==> src/rtl/ula_multiciclo.sv <==
// Registered MIPS ALU with start/done handshake: single-cycle logic/arith/shift ops
// plus iterative unsigned MULTU (shift-add) and DIVU (restoring), HI/LO style results.
module ula_multiciclo #(
  parameter int WIDTH   = 32,
  parameter int SHAMT_W = 5
) (
  input  logic             clock,
  input  logic             reset_n,
  input  logic             inicio,
  input  logic [3:0]       ctrlULA,
  input  logic [WIDTH-1:0] entradaA,
  input  logic [WIDTH-1:0] entradaB,
  output logic [WIDTH-1:0] saida,
  output logic [WIDTH-1:0] saidaHi,
  output logic             zero,
  output logic             overflow,
  output logic             divZero,
  output logic             ocupado,
  output logic             pronto
);
  localparam logic [1:0] OCIOSO = 2'd0, CALC = 2'd1, FIM = 2'd2;
  localparam logic [3:0] OP_AND = 4'd0, OP_OR = 4'd1, OP_ADD = 4'd2, OP_MULTU = 4'd3,
                         OP_DIVU = 4'd4, OP_SUB = 4'd6, OP_SLT = 4'd7, OP_SLTU = 4'd8,
                         OP_SLL = 4'd9, OP_SRL = 4'd10, OP_SRA = 4'd11, OP_NOR = 4'd12;
  localparam int CNT_W = $clog2(WIDTH + 1);

  logic [1:0]         state_q, state_d;
  logic               is_div_q, is_div_d;
  logic [WIDTH-1:0]   opnd_q, opnd_d;
  logic [2*WIDTH-1:0] acc_q, acc_d;
  logic [CNT_W-1:0]   cnt_q, cnt_d;
  logic [WIDTH-1:0]   saida_q, saida_d, hi_q, hi_d;
  logic               zero_q, zero_d, ov_q, ov_d, dz_q, dz_d;

  logic [WIDTH-1:0]   alu_res, sum, dif;
  logic               alu_ov;
  logic [SHAMT_W-1:0] shamt;
  logic [WIDTH:0]     mul_sum, trial;
  logic [2*WIDTH-1:0] step;

  always_comb begin
    sum     = entradaA + entradaB;
    dif     = entradaA - entradaB;
    shamt   = entradaB[SHAMT_W-1:0];
    alu_res = '0;
    alu_ov  = 1'b0;
    case (ctrlULA)
      OP_AND:  alu_res = entradaA & entradaB;
      OP_OR:   alu_res = entradaA | entradaB;
      OP_NOR:  alu_res = ~(entradaA | entradaB);
      OP_ADD: begin
        alu_res = sum;
        alu_ov  = (entradaA[WIDTH-1] == entradaB[WIDTH-1]) && (sum[WIDTH-1] != entradaA[WIDTH-1]);
      end
      OP_SUB: begin
        alu_res = dif;
        alu_ov  = (entradaA[WIDTH-1] != entradaB[WIDTH-1]) && (dif[WIDTH-1] != entradaA[WIDTH-1]);
      end
      OP_SLT:  alu_res[0] = $signed(entradaA) < $signed(entradaB);
      OP_SLTU: alu_res[0] = entradaA < entradaB;
      OP_SLL:  alu_res = entradaA << shamt;
      OP_SRL:  alu_res = entradaA >> shamt;
      OP_SRA:  alu_res = $unsigned($signed(entradaA) >>> shamt);
      default: ;
    endcase
  end

  // One iteration: acc = {HI, LO}. MULTU adds A into HI when LO[0] is set, then shifts right;
  // DIVU shifts the dividend MSB into the remainder and keeps the subtraction if it didn't borrow.
  always_comb begin
    mul_sum = {1'b0, acc_q[2*WIDTH-1:WIDTH]} + (acc_q[0] ? {1'b0, opnd_q} : '0);
    trial   = {acc_q[2*WIDTH-1:WIDTH], acc_q[WIDTH-1]} - {1'b0, opnd_q};
    if (!is_div_q)   step = {mul_sum, acc_q[WIDTH-1:1]};
    else if (trial[WIDTH]) step = {acc_q[2*WIDTH-2:0], 1'b0};
    else             step = {trial[WIDTH-1:0], acc_q[WIDTH-2:0], 1'b1};
  end

  always_comb begin
    state_d  = state_q;
    is_div_d = is_div_q;
    opnd_d   = opnd_q;
    acc_d    = acc_q;
    cnt_d    = cnt_q;
    saida_d  = saida_q;
    hi_d     = hi_q;
    zero_d   = zero_q;
    ov_d     = ov_q;
    dz_d     = dz_q;
    case (state_q)
      OCIOSO: if (inicio) begin
        if (ctrlULA == OP_MULTU || (ctrlULA == OP_DIVU && entradaB != '0)) begin
          is_div_d = (ctrlULA == OP_DIVU);
          opnd_d   = (ctrlULA == OP_DIVU) ? entradaB : entradaA;
          acc_d    = {{WIDTH{1'b0}}, (ctrlULA == OP_DIVU) ? entradaA : entradaB};
          cnt_d    = CNT_W'(WIDTH);
          state_d  = CALC;
        end else if (ctrlULA == OP_DIVU) begin
          saida_d = '1;
          hi_d    = entradaA;
          zero_d  = 1'b0;
          ov_d    = 1'b0;
          dz_d    = 1'b1;
          state_d = FIM;
        end else begin
          saida_d = alu_res;
          hi_d    = '0;
          zero_d  = (alu_res == '0);
          ov_d    = alu_ov;
          dz_d    = 1'b0;
          state_d = FIM;
        end
      end
      CALC: begin
        acc_d = step;
        cnt_d = cnt_q - CNT_W'(1);
        if (cnt_q == CNT_W'(1)) begin
          saida_d = step[WIDTH-1:0];
          hi_d    = step[2*WIDTH-1:WIDTH];
          zero_d  = (step[WIDTH-1:0] == '0);
          ov_d    = 1'b0;
          dz_d    = 1'b0;
          state_d = FIM;
        end
      end
      FIM:     state_d = OCIOSO;
      default: state_d = OCIOSO;
    endcase
  end

  always_ff @(posedge clock or negedge reset_n) begin
    if (!reset_n) begin
      state_q  <= OCIOSO;
      is_div_q <= 1'b0;
      opnd_q   <= '0;
      acc_q    <= '0;
      cnt_q    <= '0;
      saida_q  <= '0;
      hi_q     <= '0;
      zero_q   <= 1'b1;
      ov_q     <= 1'b0;
      dz_q     <= 1'b0;
    end else begin
      state_q  <= state_d;
      is_div_q <= is_div_d;
      opnd_q   <= opnd_d;
      acc_q    <= acc_d;
      cnt_q    <= cnt_d;
      saida_q  <= saida_d;
      hi_q     <= hi_d;
      zero_q   <= zero_d;
      ov_q     <= ov_d;
      dz_q     <= dz_d;
    end
  end

  assign saida    = saida_q;
  assign saidaHi  = hi_q;
  assign zero     = zero_q;
  assign overflow = ov_q;
  assign divZero  = dz_q;
  assign ocupado  = (state_q == CALC);
  assign pronto   = (state_q == FIM);
endmodule

==> config.mk <==
export PLATFORM = sky130hd
export DESIGN_NAME = ula_multiciclo
export DESIGN_NICKNAME = d
export VERILOG_FILES = /design/src/rtl/ula_multiciclo.sv
export SDC_FILE = /design/constraint.sdc
export NUM_CORES = 1
export LEC_CHECK = 0
export BUFFER_PORTS_ARGS = -buffer_cell sky130_fd_sc_hd__buf_2
export CORE_UTILIZATION = 50
export CTS_CLUSTER_SIZE = 28
export DETAILED_ROUTE_END_ITERATION = 12
export PLACE_DENSITY = 0.68
export RECOVER_POWER = 25
export SYNTH_ARGS = -nofsm -noshare
export SYNTH_HDL_FRONTEND = slang
export SYNTH_SLANG_ARGS = --single-unit
==> constraint.sdc <==
create_clock -name clock -period 6.35 [get_ports clock]
set_clock_uncertainty 0.2 [all_clocks]
set_input_delay 0.3175 -clock clock [delete_from_list [all_inputs] [get_ports clock]]
set_output_delay 0.3175 -clock clock [all_outputs]
set_load 0.01 [all_outputs]
# --- Word level (Yosys, flattened, before mapping) ---
# Cells that the tools add are included.
# Widths: inputs -> output; s select.
totals:
  ff_bits: 172
  input_bits: 71
  word_cells: 101
op_classes:
  addsub: 5
  n_lt_le_gt_ge: 2
  eq_ne: 22
  shifts: 3
  mux: 42
  n_bitwise: 3
  reduce_logical: 14
op_table:
  columns: ["operator", "count"]
  rows:
  - ["$mux 32", 11]
  - ["$mux 64", 4]
  - ["$pmux 31 s8", 1]
  - ["$pmux 32 s2", 2]
  - ["$pmux 64 s2", 1]
  - ["$logic_not 32->1", 2]
  - ["$lt 32x32->1", 2]
  - ["$add 32x32->33", 1]
  - ["$sub 33x32->33", 1]
  - ["$add 32x32->32", 1]
  - ["$and 32x32->32", 1]
  - ["$not 32->32", 1]
  - ["$or 32x32->32", 1]
  - ["$reduce_bool 32->1", 1]
  - ["$shl 32x5->32", 1]
  - ["$shr 32x5->32", 1]
  - ["$sshr 32x5->32", 1]
  - ["$sub 32x32->32", 1]
  - ["$eq 4x4->1 const B", 5]
  - ["$eq 4x3->1 const B", 3]
  - ["$mux 6", 2]
  - ["$pmux 6 s2", 1]
  - ["$mux 1", 11]
  - ["$pmux 1 s10", 1]
  - ["21 further kinds", 34]

# --- Longest topological paths before layout ---
depth:
  depth_word: 8
  mapped_depth: 18
  mapped_depth_nobuf: 15

# --- Least setup slack after synthesis ---
# OpenSTA, ideal clock, no wires.
synth_path:
  path_type: "input-to-reg"
  start: "in entradaB[2]"
  end: "reg zero_q (netlist: zero)"
  arrival_ns: 4.305
  required_time_ns: 6.078
  slack_ns: 1.773
  stages: 16
  n_path_buf: 3
  cell_sequence: "buf_2 > buf_1 > inv_1 > clkbuf_1 > ha_1 > nand2b_1 > a211o_1 > a211oi_1 > a41oi_1 > o211a_1 > a221o_1 > a21o_1 > nor4_1 > nand4_1 > or4_1 > o21ai_1"
synth_between:
  elab_chain_cells: 8
  word_cells_on_any_way: 22
  classes_between: "add/sub: 2; order compare: 2; eq/ne: 1; shift: 3; mux: 6; bitwise: 3; reduce/logical: 5"
synth_rtl:
  columns: ["item", "line_no", "rtl"]
  rows:
  - ["start, declared", "12", "input logic [WIDTH-1:0] entradaB,"]
  - ["branches (longest 8 deep; another with $sub 32x32->32)", null, null]
  - ["end signal, assigned", "150", "zero_q <= zero_d;"]
  - ["end, declared", "33", "logic zero_q, zero_d, ov_q, ov_d, dz_q, dz_d;"]
# Parallel ways; which one is timed is not known. The select of a mux whose other input is x is not followed.
# A chain may end at the register's enable or synchronous reset.

# --- Worst setup path after layout ---
layout_path:
  start: "in entradaB[0]"
  end: "reg zero_q (netlist: zero)"
layout_between:
  elab_chain_cells: 8
  word_cells_on_any_way: 22
  classes_between: "add/sub: 2; order compare: 2; eq/ne: 1; shift: 3; mux: 6; bitwise: 3; reduce/logical: 5"
layout_rtl:
  columns: ["item"]
  rows:
  - ["branches (longest 8 deep; another with $sub 32x32->32)"]
# Parallel ways; which one is timed is not known. The select of a mux whose other input is x is not followed.

==> qor.csv <==
metric;value;unit
max_cap viols;0;
vias in the first global route;24120;
unrepaired setup endpoints after global routing;no;
clock sinks;172;
Max clock buf depth;2;
DR vias;25940;
Remaining DRCs;0;
ys async rst share;1.000;
critical path arrival;5.41;ns
slowest stage delay, CP;0.72;ns
top-area cell type share of the netlist area;0.1918;
die outline width;213.2;um
synthesized net count;3166;
fraction of layout cells with a size suffix above 1;0.1267;
largest net degree at the start of global routing;102;
H-Tree Depth;4;
antenna violations before repair;6;
Worst Path Max Fanout;40;
DR iter-0 viols;3578;
sequential area share after synthesis;0.1930;
reg2reg setup slack;1.32;ns
Slew headroom;0.01893;
CP Cell Sequence;buf_2, inv_2, ha_1, nand2_1, o21ai_0, mux2_2, a32oi_1, o21ai_0, nor3_1, buf_4, nand4_1, nor4_1, nand4_1, or4_1, o21ai_1;
number of synthesized flops with an enable pin;0;
HPWL Detailed;84.83;mm
status;finished, final reports clean;
Setup TNS;0;ns
Starting Density;0.5055;
FF/Latch Area;0.004307;sq mm
worst min-delay path category;in -> reg;
CTS tree;yes;
Ports;140;
global placer's final weighted congestion;1.103;
crit start category;input pin;
commonest cells after routing, fill and taps aside;386 x nand2_1, 233 x nor2_1, 201 x a21oi_1;
wire per inst;32.32;um
Pleak;11.15;nW
postcts setup bufs;0;
Fmax achieved;191.7;MHz
CTS Buf Count;17;
Critical-path top delay cell;buf_2;
ys flop type;dfrtp_1;
Placed Cells;3491;
Synth Warn #;0;
nets@finish;3163;
DR pass1 iterations;8;
Final Setup Violations;0;
PortBufs;139;
routed wire length;114.2;mm
Syn Area/Cell;7.626;sq um
critical path type;in -> reg;
area of the core;0.04412;sq mm
area occupied by multi-input gates;0.01658;sq mm
Root Buffer Master;clkbuf_16;
Peak VDD IR;306.4;uV
Overflow after GRT;0;
Final Hold Vio Count;0;
crit share post-route;0.8217;
die height;213.2;um
num rows;77;
first-pass GRT wire length;163.2;mm
Tmin final;5.218;ns
worst-margin pin slew;1.456;ns
Crit. End Element;register;
clock slew at reported path FFs;0.08;ns
final max-slew violation count;0;
synthesized instance count;2925;
GR Util All Layers;0.4950;
Crit path required time;6.54;ns
fillers;4225;
Netlist Area Pre-Place;0.02231;sq mm
Worst-Skew Late Latency;0.46;ns
dominant cells by area after synthesis;dfrtp_1 19%, ha_1 9.3%, nand2_1 6.5%;
Seq cells post-synth;172;
Layout area overhead;7.551;%
most common cell after layout, fill and taps aside;nand2_1;
Die ar.;0.04546;sq mm
Cell Count, Final, Fillers Out;3533;
antenna-violating nets left;0;
Tot Pwr;7.633;mW
pwr/cell area;318.2;mW/mm^2
library cells used by synthesis;96;
drt via density;7.342;
Synth area leader;dfrtp_1;
## registers in the layout (all words and copies together) (netlist names)
signal / count
opnd_q: 32
cnt_q: 6
zero: 1
acc_q: 64
saidaHi: 32
is_div_q: 1
divZero: 1
saida: 32
state_q: 2
overflow: 1
## final timing paths
kind / startpoint / endpoint / cells past startpoint
setup / recovery: entradaB[0] / zero / 15
hold / removal: entradaB[18] / opnd_q[18] / 3
setup reg to reg: acc_q[31] / saidaHi[6] / 16
hold reg to reg: saida[8] / saida[8] / 1
max in group asynchronous: reset_n / saidaHi[3] / 3
min in group asynchronous: reset_n / acc_q[60] / 2
## synth_stat cells (27+ instances only)
cell,number
o31ai_1,28
and2_1,46
o211ai_1,37
mux4_2,43
nand2_1,387
o21ai_0,148
nand3_1,44
a211oi_1,68
o22ai_1,38
nor4_1,39
a31oi_1,67
inv_1,140
mux2i_1,67
nor2b_1,43
a22oi_1,28
buf_1,27
dfrtp_1,171
nor2_1,236
xnor2_1,35
a21oi_1,201
mux2_2,40
xor2_1,31
nor3_1,60
a21o_1,111
clkbuf_1,164
ha_1,166
## logic make-up (layout without fill, tap and decap cells)
logic type,count (synthesis),after routing,share of synthesized area
simple gates,1021,1021,0.2180
compound gates,967,967,0.2949
buf+inv,370,380,0.06737
flops,172,172,0.1930
fa+ha+maj,170,170,0.09671
mux,159,159,0.1041
xor+xnor,66,66,0.02592
other cells,0,6,0
## metrics by stage
step           instance area [sq um]  hold WS, ns  setup slack (ns)  utilization
6_report                       23990      0.03741             1.132       0.5437
4_1_cts                        23980    0.0006601             1.481       0.5434
3_5_place_dp                   23330       0.2592             1.063       0.5287
5_1_grt                        23980      0.02379             1.170       0.5436
2_1_floorplan                  22310      -0.1781             1.773            -
3_3_place_gp                   23330       0.2522             1.114       0.5287
## cell type report
cell class | count | share of cell area
diodes | 6 | 0.0006259
inverters | 145 | 0.02269
repair buffers | 203 | 0.04976
multi-input cells | 2383 | 0.6912
flip-flops and latches | 172 | 0.1795
well taps | 592 | 0.03088
clock inverters | 15 | 0.007615
clock buffers | 17 | 0.01773
## critical path: cells and delay by family
kind	cells	cell delay, ns
buffers and inverters	3	0.97
AND/OR/NAND/NOR	6	1.75
AO/OA/AOI/OAI	4	1.47
adder cells (fa/ha/maj)	1	0.23
multiplexers	1	0.64
## layer usage
metal  GRT usage  vias up  wire length [um]
li1            -    10830                 -
met2      0.7378     2023             48190
met4      0.3463        4              9570
met1      0.5987    12540             41340
met3      0.1649      540             15010
met5    0.008899        -                82
## what timing repair did
| action | 4_1_cts | 5_1_grt |
|---|---|---|
| hold endpoints to repair | 102 | 0 |
| hold buffers | 4 | 0 |
| resized for setup | 0 | 0 |
## power breakdown
group | leakage [nW] | switching, mW | total, mW | internal, mW
combinational | 8.74 | 2.81 | 4.56 | 1.75
sequential | 2.12 | 0.445 | 1.98 | 1.53
clock | 0.293 | 0.532 | 1.09 | 0.563
Note: power is estimated with default switching activity, not from simulation.
